$ cat src/rtl/vga_frame_ctrl.sv
// vga_frame_ctrl -- test-pattern frame controller between a sync generator
// and an HDMI transmitter.
//
// A host configuration request (pattern + solid colour) is captured into
// shadow registers and applied only at the next frame boundary, so a frame is
// never drawn with a mix of old and new settings. Pixel colour comes from one
// of four patterns; timing and colour leave through a fixed 2-stage pipeline.
//
// Optional feature: define VGA_FRAME_CTRL_AUTOCYCLE_EN to advance the active
// pattern (mod 4) every AUTO_FRAMES frame boundaries while no request is in
// flight. Without the macro the pattern changes only through cfg requests.
//
// Ports:
//   clk, rst                    pixel clock, synchronous active-high reset
//   cfg_valid/cfg_ready         request handshake (ready only in IDLE)
//   cfg_pattern, cfg_color      0 solid, 1 bars, 2 checker, 3 gradient; {R,G,B}
//   hsync, vsync, vde, px, py   timing and coordinates from the sync generator
//   hsync_o, vsync_o, vde_o     timing delayed by 2 cycles
//   red, green, blue            pixel colour, 0 outside the active area
//   frame_cnt                   frame boundaries seen (wraps)
//   busy                        request pending or being applied
module vga_frame_ctrl #(
  parameter bit          SYNC_ACTIVE_LOW = 1'b1,
  parameter int unsigned AUTO_FRAMES     = 60
) (
  input  logic        clk,
  input  logic        rst,
  input  logic        cfg_valid,
  output logic        cfg_ready,
  input  logic [1:0]  cfg_pattern,
  input  logic [23:0] cfg_color,
  input  logic        hsync,
  input  logic        vsync,
  input  logic        vde,
  input  logic [9:0]  px,
  input  logic [9:0]  py,
  output logic        hsync_o,
  output logic        vsync_o,
  output logic        vde_o,
  output logic [7:0]  red,
  output logic [7:0]  green,
  output logic [7:0]  blue,
  output logic [15:0] frame_cnt,
  output logic        busy
);

  // Raw level of a deasserted sync line.
  localparam logic SYNC_OFF = SYNC_ACTIVE_LOW ? 1'b1 : 1'b0;

  typedef enum logic [1:0] {IDLE, PENDING, APPLY} state_e;

  state_e      state_q;
  logic        cfg_ready_q, busy_q;
  logic [1:0]  shd_pat_q, act_pat_q;
  logic [23:0] shd_col_q, act_col_q;
  logic [15:0] frame_cnt_q;
  logic        vs_prev_q;
`ifdef VGA_FRAME_CTRL_AUTOCYCLE_EN
  logic [15:0] auto_cnt_q;
`endif

  // Frame boundary: first cycle of an asserted vsync.
  logic vs_asrt, boundary, accept;
  assign vs_asrt  = SYNC_ACTIVE_LOW ? ~vsync : vsync;
  assign boundary = vs_asrt & ~vs_prev_q;
  assign accept   = cfg_valid & cfg_ready_q;

  always_ff @(posedge clk) begin
    if (rst) begin
      vs_prev_q   <= 1'b0;
      frame_cnt_q <= 16'd0;
    end else begin
      vs_prev_q   <= vs_asrt;
      if (boundary) frame_cnt_q <= frame_cnt_q + 16'd1;
    end
  end

  // Request FSM. Active pattern/colour are owned here (auto-cycle included)
  // so there is a single writer for them.
  always_ff @(posedge clk) begin
    if (rst) begin
      state_q     <= IDLE;
      cfg_ready_q <= 1'b0;
      busy_q      <= 1'b0;
      shd_pat_q   <= 2'd0;
      shd_col_q   <= 24'h0;
      act_pat_q   <= 2'd0;
      act_col_q   <= 24'h0;
`ifdef VGA_FRAME_CTRL_AUTOCYCLE_EN
      auto_cnt_q  <= 16'd0;
`endif
    end else begin
      case (state_q)
        IDLE: begin
          if (accept) begin
            // A request taken on a boundary cycle waits for the next one,
            // and pre-empts any auto step due on this boundary.
            state_q     <= PENDING;
            cfg_ready_q <= 1'b0;
            busy_q      <= 1'b1;
            shd_pat_q   <= cfg_pattern;
            shd_col_q   <= cfg_color;
          end else begin
            cfg_ready_q <= 1'b1;
`ifdef VGA_FRAME_CTRL_AUTOCYCLE_EN
            if (boundary) begin
              if (auto_cnt_q == 16'(AUTO_FRAMES - 1)) begin
                act_pat_q  <= act_pat_q + 2'd1;
                auto_cnt_q <= 16'd0;
              end else begin
                auto_cnt_q <= auto_cnt_q + 16'd1;
              end
            end
`endif
          end
        end
        PENDING: begin
          if (boundary) state_q <= APPLY;
        end
        APPLY: begin
          act_pat_q   <= shd_pat_q;
          act_col_q   <= shd_col_q;
          state_q     <= IDLE;
          cfg_ready_q <= 1'b1;
          busy_q      <= 1'b0;
`ifdef VGA_FRAME_CTRL_AUTOCYCLE_EN
          auto_cnt_q  <= 16'd0;
`endif
        end
        default: state_q <= IDLE;
      endcase
    end
  end

  // Pattern generator (stage 1 input).
  logic [9:0]  bar_div;
  logic [2:0]  bar;
  logic [23:0] pix_rgb;
  always_comb begin
    bar_div = px / 10'd80;
    bar     = (bar_div > 10'd7) ? 3'd7 : bar_div[2:0];
    pix_rgb = act_col_q;
    case (act_pat_q)
      2'd0: pix_rgb = act_col_q;
      // Bars white,yellow,cyan,green,magenta,red,blue,black: each channel is
      // on exactly when one bit of the bar index is clear.
      2'd1: pix_rgb = {{8{~bar[1]}}, {8{~bar[2]}}, {8{~bar[0]}}};
      2'd2: pix_rgb = (px[5] ^ py[5]) ? 24'hFFFFFF : act_col_q;
      2'd3: pix_rgb = {px[9:2], py[8:1], 8'h00};
      default: pix_rgb = act_col_q;
    endcase
  end

  logic unused_py;
  assign unused_py = py[9] ^ py[0];

  // Two-stage pixel pipeline.
  logic        s1_hs_q, s1_vs_q, s1_de_q;
  logic [23:0] s1_rgb_q;
  logic        s2_hs_q, s2_vs_q, s2_de_q;
  logic [23:0] s2_rgb_q;

  always_ff @(posedge clk) begin
    if (rst) begin
      s1_hs_q  <= SYNC_OFF;
      s1_vs_q  <= SYNC_OFF;
      s1_de_q  <= 1'b0;
      s1_rgb_q <= 24'h0;
      s2_hs_q  <= SYNC_OFF;
      s2_vs_q  <= SYNC_OFF;
      s2_de_q  <= 1'b0;
      s2_rgb_q <= 24'h0;
    end else begin
      s1_hs_q  <= hsync;
      s1_vs_q  <= vsync;
      s1_de_q  <= vde;
      s1_rgb_q <= pix_rgb;
      s2_hs_q  <= s1_hs_q;
      s2_vs_q  <= s1_vs_q;
      s2_de_q  <= s1_de_q;
      s2_rgb_q <= s1_de_q ? s1_rgb_q : 24'h0;
    end
  end

  assign cfg_ready = cfg_ready_q;
  assign busy      = busy_q;
  assign frame_cnt = frame_cnt_q;
  assign hsync_o   = s2_hs_q;
  assign vsync_o   = s2_vs_q;
  assign vde_o     = s2_de_q;
  assign red       = s2_rgb_q[23:16];
  assign green     = s2_rgb_q[15:8];
  assign blue      = s2_rgb_q[7:0];

endmodule

$ cat config.mk
export PLATFORM = sky130hd
export DESIGN_NAME = vga_frame_ctrl
export DESIGN_NICKNAME = d
export VERILOG_FILES = /design/src/rtl/vga_frame_ctrl.sv
export SDC_FILE = /design/constraint.sdc
export NUM_CORES = 1
export LEC_CHECK = 0
export ABC_AREA = 1
export BUFFER_PORTS_ARGS = -buffer_cell sky130_fd_sc_hd__buf_4
export CORE_MARGIN = 2
export CORE_UTILIZATION = 58
export CTS_CLUSTER_SIZE = 10
export DETAILED_ROUTE_END_ITERATION = 8
export PLACE_DENSITY = 0.89
export SLEW_MARGIN = 15
export SYNTH_ARGS = -nofsm -noshare
export SYNTH_HDL_FRONTEND = slang
export SYNTH_SLANG_ARGS = --single-unit
export TNS_END_PERCENT = 100
$ cat constraint.sdc
create_clock -name clk -period 4.6 [get_ports clk]
set_input_delay 0.92 -clock clk [delete_from_list [all_inputs] [get_ports clk]]
set_output_delay 0.92 -clock clk [all_outputs]
set_load 0.05 [all_outputs]
==> summary.txt, run 1 <==
Compound-Gate Fraction of Synth Area = 0.163
Rel. slew slack = 0.380
Syn Inst Count = 591
CTS Buffer Depth = 2
CP required = 4.99 ns
syn_nets = 644
total negative setup slack = 0 ns
sequential share of the synthesized area = 0.539
Core ar. = 0.00781 mm2
drt initial violations = 271
global-route wire length before repair = 18300 um
largest net degree at the start of global routing = 32
CTS tree = yes
clk sinks = 127
Switching Fraction = 0.225
Final Hold Fails = 0
power per cell area = 447 mW/mm2
fin util = 0.777
clock share of power = 0.505
max-slew violation count = 0
fin crit share = 0.542
CTS root buffer = clkbuf_8
maximum clock frequency = 401 MHz
Synth Register Bits = 127
iteration count of the initial detailed-routing pass = 7
# resized after CTS = 0
fill count = 525
CP Launch Type = flop
Vias = 4187
Port Buf Inserts = 92
critical path type = reg -> reg
number of diodes = 0
commonest non-fill, non-tap cell in the layout = nor2_1
RSZ-0062 raised after global routing = false
Num CTS Buffers = 17
sequential power share = 0.427
share of cells above drive strength 1 = 0.234
Die X = 94.2 um
Adder-Cell Fraction of Synth Area = 0.00265
Post-Syn Area per Cell = 7.98 um2
htree depth = 4
post-detail-place hpwl = 6930 um
drt total wl = 10900 um
synthesis-to-layout area growth = 28.6%
WHS = 0.408 ns
min-delay worst type = reg -> reg
average routed wire per standard cell = 13.7 um
Pint = 2.10 mW
Reg area = 0.00254 mm2
simple-gate share of the synthesized area = 0.221
Static Leakage = 2.56 nW
final-report setup violation count = 0
run status = finished, final reports clean
postcts setup bufs = 0
GRT Total Usage = 0.264
synth warn = 0
gpl congestion = 0.834
most frequent cells in the layout = 143 x nor2_1, 127 x dfxtp_1, 94 x buf_4, 77 x o21ai_0, 55 x inv_1
clk_skew = 0.00753 ns
distinct cell type count after synthesis = 37
Setup crit end kind = flop
Initial Util = 0.604
Antenna Nets Post-Route = 0
cts hold-fix bufs = 0
multi-input logic area = 0.00185 mm2
IR Drop Worst-Case VDD = 0.276 mV
Mapped Area = 0.00472 mm2
register clock-pin slew on the reported worst setup and hold paths = 0.06 ns
nets = 730
vias in the first global route = 4021
Die Height = 94.2 um
IO Pins = 97
net switching power figure = 610 uW
global route overflow = 0
Worst-Margin Slew = 0.927 ns
initial antenna violation count = 0
Comb pwr share = 0.068
worst-path fanout max = 29
drt drc = 0
WP data arrival = 2.89 ns
xor and xnor fraction of the mapped netlist area = 0.00371
area of the die = 0.00887 mm2
fin crit period = 2.49 ns
via-per-instance ratio = 5.29
post-synthesis mux area share = 0
clk_lat worst skew = 0.52 ns
Max Cap Violations = 0
Rows = 32
largest family of logic cells by synthesized area = simple AND/OR/NAND/NOR gates
state kept, by name, summed over array words and instances (netlist names), 2 cells and up:
signal and flops:
act_col_q 24, act_pat_q 2, frame_cnt 16, s1_rgb_q 24, s2_rgb_q 24, shd_col_q 24
shd_pat_q 2, state_q 2
layout make-up:
type / count / share of cell area
clock buffer: 18 / 0.0705
clock inverter: 13 / 0.0313
inverter: 61 / 0.0377
multi-input combinational: 376 / 0.304
sequential: 127 / 0.419
tap: 102 / 0.0210
timing repair buffer: 94 / 0.116
logic make-up after synthesis:
logic type | after synthesis
AO/OA/AOI/OAI | 133
adder cells (fa/ha/maj) | 1
XOR/XNOR | 2
flip-flops | 127
buffers and inverters | 88
AND/OR/NAND/NOR | 240
power groups by stage:
stage / logic (mW) / clock network (mW) / registers (mW)
4_1_cts: 0.182 / 1.38 / 1.16
5_1_grt: 0.203 / 1.43 / 1.16
6_report: 0.183 / 1.37 / 1.16
2_1_floorplan: 0.100 / 0 / 1.19
3_5_place_dp: 0.179 / 0 / 1.18
3_3_place_gp: 0.173 / 0 / 1.18
Yosys cell counts, drive strengths merged:
cell    number  area share
inv         59       0.047
o221ai       2      0.0037
nor2       150        0.12
nand3       19       0.027
o21a         2      0.0032
ha           1      0.0027
nor4         2      0.0027
a221oi       4      0.0074
xor2         1      0.0019
clkbuf      23       0.018
nand2       56       0.048
and3         1      0.0013
a21boi       1      0.0016
xnor2        1      0.0019
o31ai        2      0.0032
and2         1      0.0013
or2          4      0.0053
o21ai       79       0.084
dfxtp      127        0.54
clkinv       2      0.0016
nor3         3      0.0053
a41oi       10       0.019
nand4        3      0.0040
buf          4      0.0037
nor4b        1      0.0032
a21oi       33       0.041
per-stage QoR:
| stage | cell area, um2 | total power [mW] | cells | setup WS [ns] |
|---|---|---|---|---|
| floorplan | 4720 | 1.29 | 591 | 2.44 |
| global placement | 5450 | 1.35 | 760 | 1.73 |
| detailed placement | 5450 | 1.36 | 760 | 1.61 |
| CTS | 6070 | 2.72 | 791 | 1.80 |
| global route | 6070 | 2.80 | 791 | 1.77 |
| finish | 6070 | 2.71 | 791 | 2.11 |
path summary, 6_finish.rpt:
kind / startpoint / to / slack, ns / cells after the start
max: state_q[0]$_SDFFE_PP0P_ / shd_col_q[12]$_SDFFE_PP0P_ / 2.11 / 5
min: s1_rgb_q[20]$_SDFF_PP0_ / s2_rgb_q[20]$_SDFF_PP0_ / 0.41 / 2
max reg2reg: state_q[0]$_SDFFE_PP0P_ / shd_col_q[12]$_SDFFE_PP0P_ / 2.11 / 5
min reg2reg: s1_rgb_q[20]$_SDFF_PP0_ / s2_rgb_q[20]$_SDFF_PP0_ / 0.41 / 2
layer usage:
layer	wire length, um	track usage	part of all wire	up-vias
li1	-	-	-	2081
met1	4730	0.334	0.43	1922
met2	5280	0.435	0.49	168
met3	728	0.0674	0.067	16
met4	133	0.0954	0.012	0
met5	0	0	0	-
worst max-delay path, stage by stage (launching register included):
cell and delay, ns:
dfxtp_1 0.37, inv_1 0.09, nand4_1 0.67, clkinv_1 0.85, nor2_1 0.29, nor2_1 0.08
No activity file was read; power rests on OpenSTA's default activity.
==> inputs of run 2 (changes only) <==
CORE_UTILIZATION = 54   (was 58)
PLACE_DENSITY = 0.84   (was 0.89)
clock period = 2.4 ns   (was 4.6 ns; I/O delays follow)
==> summary.txt, run 2 (synthesis results as in run 1) <==
cts hold-fix bufs = 0
nets = 735
multi-input logic area = 0.00184 mm2
final-report setup violation count = 0
maximum clock frequency = 548 MHz
Max Cap Violations = 0
Rows = 34
drt total wl = 10600 um
total negative setup slack = 0 ns
CTS Buffer Depth = 2
Top Family by Delay on Critical Path = buffers and inverters
Rel. slew slack = 0.431
drt drc = 0
vias in the first global route = 3983
Antenna Nets Post-Route = 0
Core ar. = 0.00859 mm2
drt initial violations = 273
synthesis-to-layout area growth = 28.5%
Die X = 97.5 um
average routed wire per standard cell = 13.2 um
Worst-Margin Slew = 0.852 ns
register clock-pin slew on the reported worst setup and hold paths = 0.06 ns
global route overflow = 0
fin crit period = 1.82 ns
commonest non-fill, non-tap cell in the layout = nor2_1
postcts setup bufs = 0
crit-path most repeated cell = inv_1
fill count = 644
Switching Fraction = 0.235
IR Drop Worst-Case VDD = 0.430 mV
net switching power figure = 1.17 mW
RSZ-0062 raised after global routing = false
gpl congestion = 0.908
GRT Total Usage = 0.228
post-route cell area = 0.00606 mm2
Port Buf Inserts = 92
via-per-instance ratio = 5.21
global-route wire length before repair = 17800 um
most frequent cells in the layout = 144 x nor2_1, 127 x dfxtp_1, 99 x buf_4, 77 x o21ai_0, 55 x inv_1
Register-to-Register Path Depth = 6
hold path depth = 2
Static Leakage = 2.57 nW
crit-path max cell delay = 0.41 ns
share of cells above drive strength 1 = 0.239
CP Buf/Inv Count = 3
crit path cell chain = inv_1 > nor2_1 > buf_4 > inv_1 > o21ai_0 > a21oi_1
CP max-delay cell = inv_1
post-detail-place hpwl = 6990 um
clk sinks = 127
run status = finished, final reports clean
Vias = 4180
placed cell area = 0.00549 mm2
WP depth = 6
Setup crit end kind = flop
sequential power share = 0.445
clk_skew = 0.00667 ns
Die Height = 97.5 um
worst-path fanout max = 29
IO Pins = 97
CP Launch Type = flop
Initial Util = 0.549
Final Hold Fails = 0
# resized after CTS = 0
clock share of power = 0.484
clk_lat worst skew = 0.51 ns
min-delay worst type = in -> reg
initial antenna violation count = 0
CTS root buffer = clkbuf_8
htree depth = 4
Num CTS Buffers = 17
iteration count of the initial detailed-routing pass = 5
CTS tree = yes
CP required = 2.76 ns
Pint = 3.82 mW
largest net degree at the start of global routing = 41
WHS = 0.155 ns
fin crit share = 0.760
fin cells = 803
Reg area = 0.00254 mm2
max-slew violation count = 0
critical path type = reg -> reg
WP data arrival = 2.18 ns
power per cell area = 822 mW/mm2
area of the die = 0.00950 mm2
number of diodes = 0
placed cells = 771
Comb pwr share = 0.071
## run 2: changes by cell type in the layout (fill, tap and decap cells not counted)
cell,change
nor2_2,-1
nor2_1,+1
buf_4,+5
bufinv_16,-2
clkinv_4,-1
clkinv_2,+3
clkinvlp_4,+1
## run 2: area by class of cell
| type | count | share of cell area |
|---|---|---|
| Clock buffer | 18 | 0.0706 |
| Clock inverter | 14 | 0.0237 |
| Inverter | 61 | 0.0378 |
| Multi-Input combinational cell | 376 | 0.304 |
| Sequential cell | 127 | 0.419 |
| Tap cell | 108 | 0.0223 |
| Timing Repair Buffer | 99 | 0.123 |
## run 2: power groups by stage
stage	Sequential, mW	Combinational [mW]	Clock [mW]
after CTS	2.22	0.355	2.44
after floorplan	2.28	0.192	0
after global routing	2.22	0.399	2.51
final	2.22	0.356	2.41
after detailed placement	2.26	0.349	0
after global placement	2.26	0.336	0
## run 2: stage by stage
step	util	power, mW	setup slack, ns
final	0.706	4.99	0.576
after global routing	0.706	5.13	0.410
after CTS	0.706	5.01	0.601
after detailed placement	0.639	2.61	0.465
after global placement	0.639	2.59	0.544
after floorplan	-	2.48	0.373
## run 2: worst register-to-register path, cell delays in order (launching register included)
cell and delay (ns):
dfxtp_1 0.35, inv_1 0.08, nor2_1 0.11, buf_4 0.26, inv_1 0.42, o21ai_0 0.38
a21oi_1 0.07
## run 2: final timing paths
| kind | from | to | slack, ns |
|---|---|---|---|
| worst min register to register | s1_rgb_q[21]$_SDFF_PP0_ | s2_rgb_q[21]$_SDFF_PP0_ | 0.41 |
| worst max register to register | state_q[1]$_SDFFE_PP0P_ | act_pat_q[1]$_SDFFE_PP0P_ | 0.58 |
| worst min-delay path | hsync | s1_hs_q$_SDFF_PP1_ | 0.15 |
| worst max-delay path | state_q[1]$_SDFFE_PP0P_ | act_pat_q[1]$_SDFFE_PP0P_ | 0.58 |
## run 2: routing by layer
| layer | share of wire | GRT usage | vias to the layer above | wire (um) |
|---|---|---|---|---|
| met5 | 0 | 0 | - | 0 |
| met4 | 0.023 | 0.107 | 0 | 248 |
| li1 | - | - | 2095 | - |
| met3 | 0.059 | 0.0540 | 27 | 626 |
| met2 | 0.47 | 0.375 | 148 | 5020 |
| met1 | 0.45 | 0.284 | 1910 | 4730 |
